`config.mk`:
```
export PLATFORM = sky130hd
export DESIGN_NAME = tiny_fir_tap_loader
export DESIGN_NICKNAME = d
export VERILOG_FILES = /design/src/rtl/tiny_fir_tap_loader.sv
export SDC_FILE = /design/constraint.sdc
export NUM_CORES = 1
export LEC_CHECK = 0
export CORE_MARGIN = 2
export CORE_UTILIZATION = 50
export DETAILED_ROUTE_END_ITERATION = 12
export MAX_ROUTING_LAYER = met4
export PLACE_DENSITY = 0.67
export SLEW_MARGIN = 10
export SYNTH_ARGS = -nofsm -noshare
export SYNTH_HDL_FRONTEND = slang
export SYNTH_SLANG_ARGS = --single-unit
```
`constraint.sdc`:
```
create_clock -name clk -period 2.61 [get_ports clk]
set_clock_uncertainty 0.05 [all_clocks]
set_input_delay 0.522 -clock clk [delete_from_list [all_inputs] [get_ports clk]]
set_output_delay 0.522 -clock clk [all_outputs]
set_load 0.01 [all_outputs]
```
`src/rtl/tiny_fir_tap_loader.sv`:
```
// tiny_fir_tap_loader: writable shadow coefficient store plus a load sequencer.
// On commit it holds the FIR disabled for a few cycles, then streams every tap
// over a valid/ready port and reports once the filter confirms the load.
module tiny_fir_tap_loader #(
  parameter int G_NUM_TAPS       = 16,
  parameter int G_TAP_WIDTH      = 16,
  parameter int G_DISABLE_CYCLES = 2,
  parameter int G_TIMEOUT        = 64
) (
  input  logic                          clk,
  input  logic                          reset,
  input  logic                          cfg_wr_en,
  input  logic [$clog2(G_NUM_TAPS)-1:0] cfg_wr_addr,
  input  logic [G_TAP_WIDTH-1:0]        cfg_wr_data,
  input  logic                          cfg_commit,
  output logic                          busy,
  output logic                          loaded,
  output logic                          wr_dropped,
  output logic                          timeout_err,
  output logic                          fir_enable,
  output logic [G_TAP_WIDTH-1:0]        tap_dout,
  output logic                          tap_dout_valid,
  input  logic                          tap_dout_ready,
  input  logic                          tap_done
);

  localparam int AW = $clog2(G_NUM_TAPS);
  localparam int DW = $clog2(G_DISABLE_CYCLES + 1);
  localparam int TW = $clog2(G_TIMEOUT + 1);

  localparam logic [AW-1:0] LAST_IDX = AW'(G_NUM_TAPS - 1);
  localparam logic [DW-1:0] DIS_LOAD = DW'(G_DISABLE_CYCLES - 1);
  localparam logic [TW-1:0] TO_LAST  = TW'(G_TIMEOUT - 1);

  localparam logic [2:0] S_IDLE      = 3'd0;
  localparam logic [2:0] S_DISABLE   = 3'd1;
  localparam logic [2:0] S_STREAM    = 3'd2;
  localparam logic [2:0] S_WAIT_DONE = 3'd3;
  localparam logic [2:0] S_LIVE      = 3'd4;

  logic [2:0]             state;
  logic [AW-1:0]          tap_idx;
  logic [DW-1:0]          dis_cnt;
  logic [TW-1:0]          wait_cnt;
  logic [G_TAP_WIDTH-1:0] shadow [G_NUM_TAPS];
  logic                   wr_accept;

  // Busy covers the whole load sequence; shadow writes are only accepted outside it.
  assign busy      = (state == S_DISABLE) || (state == S_STREAM) || (state == S_WAIT_DONE);
  assign wr_accept = cfg_wr_en && !busy;

  // The tap bus only carries data while a coefficient is being offered.
  assign tap_dout = tap_dout_valid ? shadow[tap_idx] : '0;

  // Shadow coefficient array; a same-cycle commit sees the value written here.
  always_ff @(posedge clk or negedge reset) begin
    if (!reset) begin
      for (int i = 0; i < G_NUM_TAPS; i++) begin
        shadow[i] <= '0;
      end
    end else if (wr_accept) begin
      shadow[cfg_wr_addr] <= cfg_wr_data;
    end
  end

  // Load sequencer: disable window, tap streaming, done/timeout wait, live.
  always_ff @(posedge clk or negedge reset) begin
    if (!reset) begin
      state          <= S_IDLE;
      tap_idx        <= '0;
      dis_cnt        <= '0;
      wait_cnt       <= '0;
      fir_enable     <= 1'b0;
      tap_dout_valid <= 1'b0;
      loaded         <= 1'b0;
      wr_dropped     <= 1'b0;
      timeout_err    <= 1'b0;
    end else begin
      if (cfg_wr_en) begin
        if (busy) begin
          wr_dropped <= 1'b1;
        end else begin
          loaded <= 1'b0;
        end
      end

      case (state)
        S_IDLE: begin
          if (cfg_commit) begin
            wr_dropped  <= 1'b0;
            timeout_err <= 1'b0;
            dis_cnt     <= DIS_LOAD;
            state       <= S_DISABLE;
          end
        end

        S_DISABLE: begin
          if (dis_cnt == '0) begin
            fir_enable     <= 1'b1;
            tap_idx        <= '0;
            tap_dout_valid <= 1'b1;
            state          <= S_STREAM;
          end else begin
            dis_cnt <= dis_cnt - 1'b1;
          end
        end

        S_STREAM: begin
          if (tap_dout_ready) begin
            if (tap_idx == LAST_IDX) begin
              tap_dout_valid <= 1'b0;
              wait_cnt       <= '0;
              state          <= S_WAIT_DONE;
            end else begin
              tap_idx <= tap_idx + 1'b1;
            end
          end
        end

        S_WAIT_DONE: begin
          if (tap_done) begin
            loaded <= 1'b1;
            state  <= S_LIVE;
          end else if (wait_cnt == TO_LAST) begin
            timeout_err <= 1'b1;
            fir_enable  <= 1'b0;
            state       <= S_IDLE;
          end else begin
            wait_cnt <= wait_cnt + 1'b1;
          end
        end

        S_LIVE: begin
          if (cfg_commit) begin
            loaded     <= 1'b0;
            fir_enable <= 1'b0;
            dis_cnt    <= DIS_LOAD;
            state      <= S_DISABLE;
          end
        end

        default: begin
          state          <= S_IDLE;
          fir_enable     <= 1'b0;
          tap_dout_valid <= 1'b0;
        end
      endcase
    end
  end

endmodule

```
==> results.tsv <==
stage	metric	value	unit
outcome	run_status	finished with violations	
outcome	failed_checks	setup timing	
yosys	post_synth_edffs	0	
yosys	synthesis.instances	875	
global_route	gr-usage-all-layers	23.5	%
critical_path	crit_path_cell_trace	buf_12, buf_12, buf_12, buf_16, mux2i_2, nand2_1, a32oi_2, o211ai_1, buf_2	
floorplanning	floorplan.die_area	27700	um2
layout	area.growth.synth_to_final	20.9	%
yosys	yosysMostFrequentCell	sky130_fd_sc_hd__dfrtp_1	
critical_path	crit_buf_inv	5	
yosys	syn_area	13200	um2
critical_path	regToRegStartpoint	tap_idx[0]$_DFFE_PN0P_	
route	detailroute.via_count	7845	
critical_path	critical_path.reg2reg.endpoint	wait_cnt[0]$_DFFE_PN0P_	
floorplanning	placementRows	59	
route	drt_first_iter_violations	574	
layout	num_antenna_cells	0	
layout	num-nets-final	1008	
yosys	synth_cell_types	59	
pwr	power.static_leakage	7.04	nW
floorplanning	core_region_area	26000	um2
yosys	synth_fp_nets	904	
global_route	global_route.overflow_total	0	
floorplanning	start_util	50.8	%
worst_hold_path	timing.hold.worst_path_depth	1	
yosys	synth.area.top_cells	sky130_fd_sc_hd__dfrtp_1 (53%), sky130_fd_sc_hd__mux2_2 (19%), sky130_fd_sc_hd__mux4_2 (9.7%), sky130_fd_sc_hd__mux2_4 (3.4%), sky130_fd_sc_hd__mux2i_1 (2.4%)	
clocking	cts_made_buffers	31	
sta	period_utilization_post_route	115	%
critical_path	cp_common_cell	sky130_fd_sc_hd__buf_12	
sta	maxClockFrequency	334	MHz
floorplanning	die_height	166	um
sta	final.setup.tns	-4940	ps
global_route	antenna_found_initial	0	
route	detailedRoute.firstPassIterationCount	6	
critical_path	worst-r2r-setup-slack	400	ps
clocking	tritoncts	built	
yosys	synth_commonest_cells	sky130_fd_sc_hd__dfrtp_1 (277), sky130_fd_sc_hd__mux2_2 (227), sky130_fd_sc_hd__mux4_2 (57)	
run	timing.max_cap.violations	0	
sta	tightestPinTransition	649	ps
yosys	sequential_fraction_of_the_synthesis_area	52.5	%
route	detail_route.wirelength	30.7	mm
layout	post_route_cells_drive_above_1_share	51.1	%
clocking	cts_max_path_buffers	3	
yosys	yosysWarningCount	0	
layout	seqCellArea	6940	um2
floorplanning	die_width	166	um
critical_path	critical_path.top_delay_family	buffers and inverters	
sta	max-slew-margin-rel	56.7	%
worst_hold_path	min_from	wait_cnt[6]$_DFFE_PN0P_	
sta	rsz0062_at_grt	true	
yosys	syn_area_per_cell	15.1	um2
global_route	grt_first_pass_wirelength	49.7	mm
yosys	dominant_cell_type_by_area_after_synthesis	sky130_fd_sc_hd__dfrtp_1	
critical_path	r2r_cells	8	
clocking	cts-htree-levels	1	
critical_path	timing.critical_path.arrival	2420	ps
clocking	clk_latency	550	ps
route	drcViolationCount	0	
pwr	vdd.ir_drop.worst	0.771	mV
sta	setup_ws	-384	ps
pwr	p_per_area	1080	nW/um2
critical_path	worstSetupPathType	flop to output pin	
layout	finish.utilization	61.4	%
place	gp_congestion	0.790	
place	dp_hpwl	18.3	mm
clocking	root_buffer_cell	sky130_fd_sc_hd__clkbuf_16	
yosys	synth.ff_latch_count	277	
critical_path	worst_path_largest_cell_delay	490	ps
place	numPortBuffers	47	
route	drt.antenna.violating_nets	0	
yosys	synth_top_flop_cell	sky130_fd_sc_hd__dfrtp_1	
floorplanning	boundaryPins	48	
yosys	ys_async_sr_fraction	100	%
route	avgRoutedWirePerCell	23.0	um
place	place_inst	1256	
sta	finalHoldViolCount	0	
critical_path	cpMaxStageDelayCell	sky130_fd_sc_hd__dfrtp_4	
layout	multi_input_comb_area	5890	um2
clocking	clk_pin_slew_worst_paths	60	ps
sta	setup_violations	16	
sta	min_period	2990	ps
yosys	proportion_of_netlist_area_held_by_the_largest_area_contributor	52.5	%
global_route	first_global_vias	8439	
worst_hold_path	hold_path_end	wait_cnt[6]$_DFFE_PN0P_	
route	post_drt_via_cell_ratio	5.87	
critical_path	start_kind	flop	
global_route	maximum_number_of_pins_on_one_net_before_global_route_repair	77	
sta	slew_viol_final	0	
clocking	clock_sink_count	277	
critical_path	critical_path_required	2040	ps
layout	fillers	1928	
layout	non_filler_instances	1336	
critical_path	worstSetupEndpointType	output pin	
worst_hold_path	worstHoldPathType	flop to flop	
critical_path	worst_path_maximum_fanout	6	
layout by cell type (no fill, tap or decap), types with 10 or more instances in the layout:
master	n
sky130_fd_sc_hd__dfrtp_1	274
sky130_fd_sc_hd__mux2_2	227
sky130_fd_sc_hd__mux4_2	57
sky130_fd_sc_hd__buf_4	43
sky130_fd_sc_hd__clkbuf_16	32
sky130_fd_sc_hd__mux2_4	30
sky130_fd_sc_hd__clkdlybuf4s50_1	30
sky130_fd_sc_hd__buf_12	29
sky130_fd_sc_hd__nand2_1	26
sky130_fd_sc_hd__mux2i_1	22
sky130_fd_sc_hd__buf_2	16
sky130_fd_sc_hd__nand3_1	14
sky130_fd_sc_hd__o21ai_0	11
sky130_fd_sc_hd__nor2_1	10
sky130_fd_sc_hd__clkbuf_8	10
layout make-up:
| type | instances | share of cell area, % |
|---|---|---|
| clock inverters | 10 | 0.549 |
| repair buffers | 138 | 10.4 |
| flip-flops and latches | 277 | 43.5 |
| multi-input cells | 525 | 36.9 |
| well taps | 335 | 2.63 |
| clock buffers | 45 | 5.82 |
| inverters | 6 | 0.141 |
timing repair:
item,4_1_cts,5_1_grt
buffers inserted,13,5
pin swaps,15,16
gates resized for setup,98,6
hold buffers,1,0
endpoints found under the setup margin,16,16
cloned,5,1
hold endpoints to repair,68,0
worst max-delay path by stage:
stage | from | end | slack (ps) | cells past startpoint
after floorplan | tap_idx[0]$_DFFE_PN0P_ | tap_dout[15] | 400 | 4
after global placement | tap_idx[0]$_DFFE_PN0P_ | tap_dout[5] | -200 | 5
after detailed placement | tap_idx[0]$_DFFE_PN0P_ | tap_dout[5] | -200 | 5
after CTS | tap_idx[0]$_DFFE_PN0P_ | tap_dout[0] | -410 | 8
after global routing | tap_idx[0]$_DFFE_PN0P_ | tap_dout[0] | -530 | 9
final | tap_idx[0]$_DFFE_PN0P_ | tap_dout[1] | -380 | 9
routing by layer:
metal	GRT usage [%]	part of all wire, %	vias to the layer above
li1	-	-	3488
met1	34.0	48	4179
met2	36.4	47	139
met3	2.73	3.2	39
met4	4.99	1.9	0
met5	-	0	-
flip-flops by register name, indices dropped and copies added (netlist names):
register	flops
dis_cnt	2
fir_enable	1
loaded	1
shadow	256
state	3
tap_dout_valid	1
tap_idx	4
timeout_err	1
wait_cnt	7
wr_dropped	1
worst reg2reg max path, delay by kind of cell (launching register included):
family / cells / cell delay [ps]
compound gates: 1 / 240
mux: 1 / 270
buf+inv: 3 / 430
simple gates: 2 / 500
flops: 1 / 430
fa+ha+maj: 1 / 180
cells by family after synthesis:
kind of cell	synth area share (%)
buffers and inverters	3.48
DFF	52.5
and+or+nand+nor	5.17
adders and majority gates	0.284
AOI/OAI and AO/OA	3.71
muxes	34.9
where the power goes:
part | total, W | switching [W] | leakage [nW] | internal, W
logic | 0.00621 | 0.00241 | 2.98 | 0.00380
registers | 0.00681 | 0.000881 | 3.56 | 0.00593
clock network | 0.00428 | 0.00173 | 0.507 | 0.00255
total | 0.0173 | 0.00502 | 7.04 | 0.0123
per-stage QoR:
stage / setup slack (ps) / instance area (um2) / total power (W) / hold slack (ps)
global placement: -198 / 14500 / 0.0123 / 432
finish: -384 / 16000 / 0.0173 / 443
global route: -527 / 16000 / 0.0182 / 465
floorplan: 397 / 13200 / 0.0106 / 176
CTS: -414 / 15800 / 0.0172 / 453
detailed placement: -204 / 14500 / 0.0124 / 437
Note: power is estimated with default switching activity, not from simulation.
